**src/rtl/uart_pkg.sv**
```systemverilog
// Shared UART receive types and constants.
package uart_pkg;

    localparam int UART_DATA_W  = 8;
    localparam int UART_MIN_CPB = 4;

    typedef enum logic [2:0] {
        IDLE,
        START,
        DATA,
        PARITY,
        STOP
    } uart_rx_state_e;

    function automatic logic maj3(input logic a, input logic b, input logic c);
        return (a & b) | (a & c) | (b & c);
    endfunction

endpackage

```
**src/rtl/uart_sync.sv**
```systemverilog
// N-flop synchroniser for an idle-high line; flops reset to 1.
module uart_sync #(
    parameter int STAGES = 2
) (
    input  logic clk_i,
    input  logic rst_ni,
    input  logic d_i,
    output logic q_o
);

    logic [STAGES-1:0] ff;

    always_ff @(posedge clk_i or negedge rst_ni) begin
        if (!rst_ni) ff <= '1;
        else         ff <= {ff[STAGES-2:0], d_i};
    end

    assign q_o = ff[STAGES-1];

endmodule

```
**src/rtl/uart_rx_frontend.sv**
```systemverilog
// Oversampling UART receiver: start validation, 3-sample mid-bit vote, stop/parity checks and a
// one-byte valid/ready holding register. Define UART_RX_PARITY_EN for the 11-bit parity frame.
module uart_rx_frontend
    import uart_pkg::*;
#(
    parameter int SYNC_STAGES = 2,
    parameter int CPB_W       = 16
) (
    input  logic                   clk_i,
    input  logic                   rst_ni,
    input  logic                   rx_i,
    input  logic                   rx_en_i,
    input  logic [CPB_W-1:0]       clks_per_bit_i,
`ifdef UART_RX_PARITY_EN
    input  logic                   parity_odd_i,
`endif
    output logic [UART_DATA_W-1:0] rx_data_o,
    output logic                   rx_valid_o,
    input  logic                   rx_ready_i,
    output logic                   busy_o,
    output logic                   frame_err_o,
    output logic                   parity_err_o,
    output logic                   overrun_o,
    output logic                   break_o
);

    uart_rx_state_e         state;
    logic                   rxs, rxs_q;
    logic [CPB_W-1:0]       cpb, cnt, mid;
    logic [2:0]             bit_idx;
    logic [UART_DATA_W-1:0] shreg;
    logic [1:0]             smp;
    logic                   at_vote, vote, start_det;
`ifdef UART_RX_PARITY_EN
    logic                   par_pend;
`endif

    uart_sync #(.STAGES(SYNC_STAGES)) u_sync (
        .clk_i  (clk_i),
        .rst_ni (rst_ni),
        .d_i    (rx_i),
        .q_o    (rxs)
    );

    assign mid     = cpb >> 1;
    assign at_vote = (cnt == mid + CPB_W'(1));
    // smp[0]/smp[1] hold the samples at mid-1 and mid; the live line supplies mid+1
    assign vote    = maj3(smp[0], smp[1], rxs);
    assign start_det = rxs_q & ~rxs & rx_en_i & ~break_o &
                       (clks_per_bit_i >= CPB_W'(UART_MIN_CPB));

    always_ff @(posedge clk_i or negedge rst_ni) begin
        if (!rst_ni) begin
            state       <= IDLE;
            rxs_q       <= 1'b1;
            cpb         <= '0;
            cnt         <= '0;
            bit_idx     <= '0;
            shreg       <= '0;
            smp         <= '0;
            rx_data_o   <= '0;
            rx_valid_o  <= 1'b0;
            busy_o      <= 1'b0;
            frame_err_o <= 1'b0;
            overrun_o   <= 1'b0;
            break_o     <= 1'b0;
`ifdef UART_RX_PARITY_EN
            par_pend     <= 1'b0;
            parity_err_o <= 1'b0;
`endif
        end else begin
            rxs_q       <= rxs;
            frame_err_o <= 1'b0;
            overrun_o   <= 1'b0;
`ifdef UART_RX_PARITY_EN
            parity_err_o <= 1'b0;
`endif
            if (rx_valid_o && rx_ready_i) rx_valid_o <= 1'b0;
            if (rxs) break_o <= 1'b0;

            if (state != IDLE) begin
                cnt <= (cnt == cpb - CPB_W'(1)) ? '0 : cnt + CPB_W'(1);
                if (cnt == mid - CPB_W'(1)) smp[0] <= rxs;
                if (cnt == mid)             smp[1] <= rxs;
            end

            if (state != IDLE && !rx_en_i) begin
                state  <= IDLE;
                busy_o <= 1'b0;
            end else begin
                case (state)
                    IDLE: if (start_det) begin
                        state   <= START;
                        busy_o  <= 1'b1;
                        cpb     <= clks_per_bit_i;
                        cnt     <= '0;
                        bit_idx <= '0;
`ifdef UART_RX_PARITY_EN
                        par_pend <= 1'b0;
`endif
                    end
                    START: if (at_vote) begin
                        if (vote) begin
                            state  <= IDLE;
                            busy_o <= 1'b0;
                        end else begin
                            state <= DATA;
                        end
                    end
                    DATA: if (at_vote) begin
                        shreg   <= {vote, shreg[UART_DATA_W-1:1]};
                        bit_idx <= bit_idx + 3'd1;
`ifdef UART_RX_PARITY_EN
                        if (bit_idx == 3'd7) state <= PARITY;
`else
                        if (bit_idx == 3'd7) state <= STOP;
`endif
                    end
`ifdef UART_RX_PARITY_EN
                    PARITY: if (at_vote) begin
                        par_pend <= (vote != (^shreg ^ parity_odd_i));
                        state    <= STOP;
                    end
`endif
                    // Leave at mid stop bit so the next start edge is caught early
                    STOP: if (at_vote) begin
                        state  <= IDLE;
                        busy_o <= 1'b0;
                        if (!vote) begin
                            frame_err_o <= 1'b1;
                            if (shreg == '0) break_o <= 1'b1;
`ifdef UART_RX_PARITY_EN
                        end else if (par_pend) begin
                            parity_err_o <= 1'b1;
`endif
                        end else if (rx_valid_o && !rx_ready_i) begin
                            overrun_o <= 1'b1;
                        end else begin
                            rx_data_o  <= shreg;
                            rx_valid_o <= 1'b1;
                        end
                    end
                    default: begin
                        state  <= IDLE;
                        busy_o <= 1'b0;
                    end
                endcase
            end
        end
    end

`ifndef UART_RX_PARITY_EN
    assign parity_err_o = 1'b0;
`endif

endmodule
```
**config.mk**
```make
export PLATFORM = sky130hd
export DESIGN_NAME = uart_rx_frontend
export DESIGN_NICKNAME = d
export VERILOG_FILES = /design/src/rtl/uart_pkg.sv /design/src/rtl/uart_sync.sv /design/src/rtl/uart_rx_frontend.sv
export SDC_FILE = /design/constraint.sdc
export NUM_CORES = 1
export LEC_CHECK = 0
export ABC_AREA = 0
export BUFFER_PORTS_ARGS = -buffer_cell sky130_fd_sc_hd__clkbuf_2
export CORE_UTILIZATION = 40
export CTS_BUF_LIST = sky130_fd_sc_hd__clkbuf_2 sky130_fd_sc_hd__clkbuf_4 sky130_fd_sc_hd__clkbuf_8
export CTS_CLUSTER_DIAMETER = 30
export DETAILED_ROUTE_END_ITERATION = 6
export PLACE_DENSITY = 0.6
export RECOVER_POWER = 50
export SLEW_MARGIN = 20
export SYNTH_ARGS = -nofsm -noshare
export SYNTH_HDL_FRONTEND = slang
export SYNTH_SLANG_ARGS = --single-unit
```
**constraint.sdc**
```tcl
create_clock -name clk_i -period 3.23 [get_ports clk_i]
set_input_delay 0.323 -clock clk_i [delete_from_list [all_inputs] [get_ports clk_i]]
set_output_delay 0.323 -clock clk_i [all_outputs]
set_load 0.01 [all_outputs]
```
==> results of run 1 <==
==> through the flow <==
step / total power [mW] / worst slack [ns] / hold slack (ns) / instances / utilization
finish: 2.70 / 0.190 / 0.0560 / 681 / 0.467
global route: 2.85 / 0.0317 / 0.0396 / 681 / 0.467
CTS: 2.70 / 0.145 / 0.0445 / 681 / 0.468
detailed placement: 1.96 / 0.185 / 0.319 / 664 / 0.448
global placement: 1.93 / 0.270 / 0.312 / 664 / 0.448
floorplan: 1.67 / 0.566 / 0.0274 / 501 / -
==> worst max-delay path: stages, from the launching register on <==
cell and delay [ns]:
dfrtp_1 0.48, inv_1 0.16, ha_1 0.24, nor3b_2 0.33
a31oi_1 0.17, o32a_1 0.37, a32o_1 0.28, nor4b_4 0.44
a21oi_2 0.25, and2_1 0.20
==> area by class of cell <==
class                           count  area share
Tap cell                          140      0.0340
Sequential cell                    64       0.312
Clock inverter                      3     0.00826
Clock buffer                       13      0.0323
Inverter                           14      0.0102
Multi-Input combinational cell    389       0.539
Timing Repair Buffer               58      0.0651
==> worst paths after layout <==
check	cells past startpoint	slack, ns	endpoint	startpoint
min	1	0.06	u_sync.ff[0]$_DFF_PN1_	rx_i
max in group asynchronous	3	0.82	shreg[7]$_DFFE_PN0P_	rst_ni
max	9	0.19	cnt[15]$_DFF_PN0_	cpb[1]$_DFFE_PN0P_
min in group asynchronous	2	0.72	cnt[7]$_DFF_PN0_	rst_ni
max reg2reg	9	0.19	cnt[15]$_DFF_PN0_	cpb[1]$_DFFE_PN0P_
min reg2reg	0	0.36	u_sync.ff[1]$_DFF_PN1_	u_sync.ff[0]$_DFF_PN1_
==> sequential cells by signal (all words and copies together), names as in the netlist <==
signal	count
bit_idx	3
frame_err_o	1
shreg	8
state	3
break_o	1
rx_data_o	8
busy_o	1
rxs_q	1
cpb	16
u_sync.ff	2
smp	2
rx_valid_o	1
cnt	16
overrun_o	1
==> synthesized netlist by cell type, types with 3 or more instances <==
cell and instances:
a211o_1 4, a211oi_1 3, a21o_1 5, a21oi_1 11, a31oi_1 5, and2_1 7, and2_4 10, and3_1 9
and4_1 6, buf_2 15, buf_4 3, buf_6 4, clkbuf_1 12, dfrtp_1 61, dfstp_2 3, ha_1 6
inv_1 14, mux2_1 17, mux2i_1 3, nand2_1 57, nand2b_1 10, nand3_1 16, nand3b_1 6, nand4_1 18
nor2_1 23, nor2b_1 7, nor3_1 9, nor3b_1 4, nor4_1 14, o211ai_1 4, o21ai_0 12, o21ai_1 3
o22ai_1 3, o31ai_1 3, or3_1 3, xnor2_1 39, xor2_1 22
==> cells by family (layout without fill, tap and decap cells) <==
logic type	Yosys count	count (layout)	share of synthesized area
multiplexers	22	22	0.0529
other	1	1	0.000813
AND/OR/NAND/NOR	221	221	0.293
buffers and inverters	48	88	0.0521
XOR/XNOR	62	62	0.119
AO/OA/AOI/OAI	76	76	0.115
flip-flops	64	64	0.348
adder cells (fa/ha/maj)	7	7	0.0184
==> metal layers <==
layer | vias to the layer above | global-route usage
li1 | 1862 | -
met5 | - | 0
met1 | 1899 | 0.293
met2 | 98 | 0.367
met3 | 17 | 0.0433
met4 | 0 | 0.0743
==> report_power, final <==
group	internal (mW)	leakage [nW]	total (mW)	switching [mW]
combinational	0.410	1.33	0.978	0.568
clock	0.415	0.106	0.734	0.319
sequential	0.866	0.853	0.984	0.118
==> timing repair <==
item | 4_1_cts | 5_1_grt
hold endpoints to repair | 20 | 0
setup endpoints to repair | 0 | 17
setup buffers | 0 | 0
hold buffers | 1 | 0
resized for setup | 0 | 2
==> summary.md, run 1 <==
| Metric | Value |
|---|---|
| Main synth FF type | `dfrtp_1` |
| Area Overhead vs Synth | `11.7%` |
| Routability-driven placement congestion ratio | `between 0.8 and 0.9` |
| Gr usage total | `0.223` |
| Drt pass-1 iters | `5` |
| Vias in the first global route | `between 3000 and 4000` |
| First-pass GRT wire length | `slightly above 20 mm` |
| Synth area leader | `dfrtp_1` |
| Detail Placement HPWL | `just over 9 mm` |
| Share of layout cells above drive strength 1 | `0.174` |
| Instance area after placement | `between 4000 and 5000 µm²` |
| Clock-pin slew on the worst setup and hold paths | `about 0.080 ns` |
| Nets@finish | `~560` |
| Seq/Total Area, Yosys | `0.348` |
| Clk sinks | `64` |
| Worst setup path class | `register to register` |
| Die Y | `around 110 µm` |
| Initial DRC Count | `approximately 260` |
| RSZ-0062 raised after global routing | `no` |
| Worst EP required | `3.47 ns` |
| Post-synth EDFFs | `0` |
| Gate Count Post-Synth | `501` |
| Die Width | `about 110 µm` |
| Fillers | `around 1100` |
| Vias per inst | `5.69` |
| Async set-reset flop share out of synthesis | `1.00` |
| Num CTS Buffers | `9` |
| Final Cell Area | `approximately 5000 µm²` |
| Largest net degree at the start of global routing | `45` |
| Slew Limit Headroom | `0.233` |
| Core Area | `roughly 11000 µm²` |
| IO Port Bufs | `33` |
| WL met2 | `a little under 6 mm` |
| Min Tclk post-route | `between 3 and 4 ns` |
| Gr ovfl total | `0` |
| Period utilisation layout | `0.941` |
| Initial antenna violation count | `0` |
| Critical path peak fanout | `13` |
| Worst-margin pin slew | `roughly 1.2 ns` |
| Syn avg cell area | `~9.2 µm²` |
| Commonest non-fill, non-tap cell in the layout | `dfrtp_1` |
| Critical path capture point type | `register` |
| CTS H-tree lvls | `3` |
| Peak supply drop | `roughly 0.33 mV` |
| Pwr Density | `between 500 and 600 nW/µm²` |
| Max layer used | `met4` |
| Vias | `3876` |
| Met3 WL post-DR | `570 µm` |
| CTS max path bufs | `2` |
| Skew-Pair Late Insertion Delay | `about 0.35 ns` |
| Root buffer cell | `clkbuf_8` |
| CTS tree | `built` |
| DR WL/cell | `roughly 18 µm` |
| Synthesized Nets | `528` |
| Fin Setup TNS | `0 ns` |
| Share of the synthesized area in the top cell type | `0.331` |
| Yosys warns | `0` |
| Initial Utilization | `0.418` |
| Netlist cell types | `between 70 and 80` |
| Clock skew | `between 0.01 and 0.015 ns` |
| Status | `completed` |
| Final wirelength | `~12 mm` |
| Leak | `around 2.3 nW` |
| Final hold violation count | `0` |
| FF+latch area | `between 1500 and 2000 µm²` |
| CP Launch Type | `register` |
| Worst hold path type | `primary input to register` |
| Arr. time, crit path | `roughly 3.3 ns` |
| Register bit count reported by yosys | `64` |
| ANT nets after route | `0` |
| Diode count | `0` |
| Final setup viols | `0` |
| Io pins | `35` |
| Max-cap viol count | `0` |
| F_max | `0.329 GHz` |
| Die area | `12000 µm²` |
| Pins Over Slew Limit | `0` |
| Largest cells by area after synthesis | `dfrtp_1, xnor2_1, nand2_1` |
| Cell area after synthesis | `about 4600 µm²` |
| Rows | `38` |
| Commonest non-fill, non-tap cells in the layout | `dfrtp_1, nand2_1, xnor2_1, nor2_1, buf_4` |
| Footprint of the multi-input gates | `2780 µm²` |
| Met1 wire length | `5.65 mm` |
| Residual DRC | `0` |
Note: power is estimated with default switching activity, not from simulation.
==> inputs of run 2 (changes only) <==
CORE_UTILIZATION = 63   (was 40)
PLACE_DENSITY = 0.86   (was 0.6)
SKIP_LAST_GASP = 1   (was unset)
==> summary.md, run 2 (synthesized netlist as in run 1, its figures left out) <==
| Metric | Value |
|---|---|
| Tot Pwr | `2.79 mW (+3.6%)` |
| Pins Over Slew Limit | `0 (unchanged)` |
| Clk sinks | `64 (unchanged)` |
| Root buffer cell | `clkbuf_8` |
| Vias | `4100 (+5.8%)` |
| IO Port Bufs | `33 (unchanged)` |
| Critical path capture point type | `register` |
| Instance area after placement | `4820 µm² (-2.5%)` |
| Final hold violation count | `0 (unchanged)` |
| Rows | `30 (-21%)` |
| Io pins | `35 (unchanged)` |
| Leak | `2.26 nW (-1.2%)` |
| Clock skew | `0.0175 ns (+0.00677 ns)` |
| Worst-margin pin slew | `1.25 ns (+0.102 ns)` |
| Critical path peak fanout | `12 (-1)` |
| Share of layout cells above drive strength 1 | `0.158 (-0.0159)` |
| Core Area | `6940 µm² (-37%)` |
| Setup bufs post-CTS | `0 (unchanged)` |
| Worst path depth | `9 (unchanged)` |
| Die Y | `87.6 µm (-20%)` |
| R2R Path End | `shreg[5]$_DFFE_PN0P_` |
| Arr. time, crit path | `3.26 ns (-0.02 ns)` |
| Commonest non-fill, non-tap cells in the layout | `dfrtp_1, nand2_1, xnor2_1, nor2_1, xor2_1` |
| ANT nets after route | `0 (unchanged)` |
| Final wirelength | `12.2 mm (+0.20%)` |
| Biggest regs | `cnt (16), cpb (16)` |
| Diode count | `0 (unchanged)` |
| Initial DRC Count | `322 (+22%)` |
| Status | `completed` |
| Commonest non-fill, non-tap cell in the layout | `dfrtp_1` |
| Routability-driven placement congestion ratio | `0.956 (+8.3%)` |
| CP Buf/Inv Count | `1 (unchanged)` |
| CP Cell Sequence | `ha_1 -> nand3_1 -> nor4_2 -> xor2_1 -> a211oi_1 -> nand4bb_1 -> nor3_2 -> buf_4 -> mux2_1` |
| CP Launch Type | `register` |
| FF-to-FF Start | `cpb[1]$_DFFE_PN0P_` |
| Detail Placement HPWL | `8.80 mm (-5.5%)` |
| Final WS setup | `0.204 ns (+0.0142 ns)` |
| Peak supply drop | `0.444 mV (+33%)` |
| Final setup viols | `0 (unchanged)` |
| DP Cell Count | `611 (-8.0%)` |
| Vias in the first global route | `3904 (-0.94%)` |
| Pwr Density | `551 nW/µm² (+5.3%)` |
| Period utilisation layout | `0.937 (-0.00440)` |
| Critical path endpoint | `shreg[5]$_DFFE_PN0P_` |
| CTS H-tree lvls | `3 (unchanged)` |
| Area Overhead vs Synth | `9.87%` |
| Worst EP required | `3.46 ns (about the same)` |
| DR WL/cell | `19.5 µm (+8.7%)` |
| Initial Utilization | `0.664 (+0.246)` |
| Drt pass-1 iters | `5 (unchanged)` |
| Clock-pin slew on the worst setup and hold paths | `0.09 ns (about the same)` |
| Largest net degree at the start of global routing | `52 (+16%)` |
| Worst Setup SP | `cpb[1]$_DFFE_PN0P_` |
| First-pass GRT wire length | `19.6 mm (-3.6%)` |
| Slowest CP cell | `dfrtp_1` |
| Gr ovfl total | `0 (unchanged)` |
| Fin util | `0.730 (+0.263)` |
| Nets@finish | `554 (-1.6%)` |
| CTS max path bufs | `2 (unchanged)` |
| Max-cap viol count | `0 (unchanged)` |
| CP max stage delay | `0.51 ns (+0.03 ns)` |
| Final Cell Area | `5070 µm² (-1.6%)` |
| Post-place setup slack | `0.277 ns (+0.0925 ns)` |
| Slew Limit Headroom | `0.165 (-0.0682)` |
| RSZ-0062 raised after global routing | `no` |
| Worst hold path type | `primary input to register` |
| CTS tree | `built` |
| Worst path top cell family by delay | `simple AND/OR/NAND/NOR gates` |
| Skew-Pair Late Insertion Delay | `0.35 ns (about the same)` |
| Die Width | `87.6 µm (-20%)` |
| Min Tclk post-route | `3.03 ns (-0.0142 ns)` |
| Residual DRC | `0 (unchanged)` |
| Fin Setup TNS | `0 ns (unchanged)` |
| Reg2reg path depth | `9 (unchanged)` |
| F_max | `0.330 GHz (+0.47%)` |
| Vias per inst | `6.53 (+15%)` |
| Fillers | `501 (-55%)` |
| Minimum hold slack | `0.0641 ns (+0.00813 ns)` |
| Reg2reg setup slack | `0.20 ns (about the same)` |
| Gr usage total | `0.343 (+0.120)` |
| Die area | `7670 µm² (-36%)` |
| Worst setup path class | `register to register` |
| Initial antenna violation count | `0 (unchanged)` |
| Num CTS Buffers | `9 (unchanged)` |
| Non-Filler Instances | `628 (-7.8%)` |
run 2: cell types whose count changed in the layout (fill, tap and decap cells not counted), moves of 2 or more:
| cell | change |
|---|---|
| bufinv_16 | +2 |
| buf_4 | -9 |
| clkbuf_8 | -2 |
| inv_6 | +3 |
| clkbuf_4 | -2 |
run 2: worst min path at each step:
stage,startpoint,endpoint,depth (start not counted)
after detailed placement,rst_ni,cnt[10]$_DFF_PN0_,1
after floorplan,rst_ni,bit_idx[0]$_DFFE_PN0P_,0
after CTS,rx_i,u_sync.ff[0]$_DFF_PN1_,1
final,rx_i,u_sync.ff[0]$_DFF_PN1_,1
after global routing,rx_i,u_sync.ff[0]$_DFF_PN1_,1
after global placement,rst_ni,cnt[10]$_DFF_PN0_,1
run 2: layout make-up:
type / count / area, µm² / area share
Clock inverter: 7 / 125 / 0.0247
Inverter: 14 / 52.6 / 0.0104
Tap cell: 96 / 120 / 0.0237
Clock buffer: 9 / 124 / 0.0244
Sequential cell: 64 / 1610 / 0.317
Multi-Input combinational cell: 389 / 2770 / 0.547
Timing Repair Buffer: 49 / 268 / 0.0528
run 2: worst register-to-register path, stage by stage (launching register included):
cell,delay (ns)
dfrtp_1,0.51
ha_1,0.36
nand3_1,0.21
nor4_2,0.34
xor2_1,0.12
a211oi_1,0.36
nand4bb_1,0.24
nor3_2,0.19
buf_4,0.23
mux2_1,0.36
run 2: what timing repair did:
item,4_1_cts,5_1_grt
gates resized for setup,0,1
endpoints found under the setup margin,0,16
endpoints found under the hold margin,13,0
hold buffers,1,0
run 2: layer usage:
metal | track usage | part of all wire | vias up | wire, µm
li1 | - | - | 1853 | -
met1 | 0.431 | 0.39 | 1986 | 4810
met2 | 0.568 | 0.49 | 210 | 6020
met3 | 0.0566 | 0.065 | 51 | 795
met4 | 0.189 | 0.049 | 0 | 601
met5 | 0 | 0 | - | 0
run 2: power breakdown:
group          internal, mW  switching [mW]
clock network         0.522           0.353
logic                 0.382           0.499
registers             0.864           0.171
total                  1.77            1.02
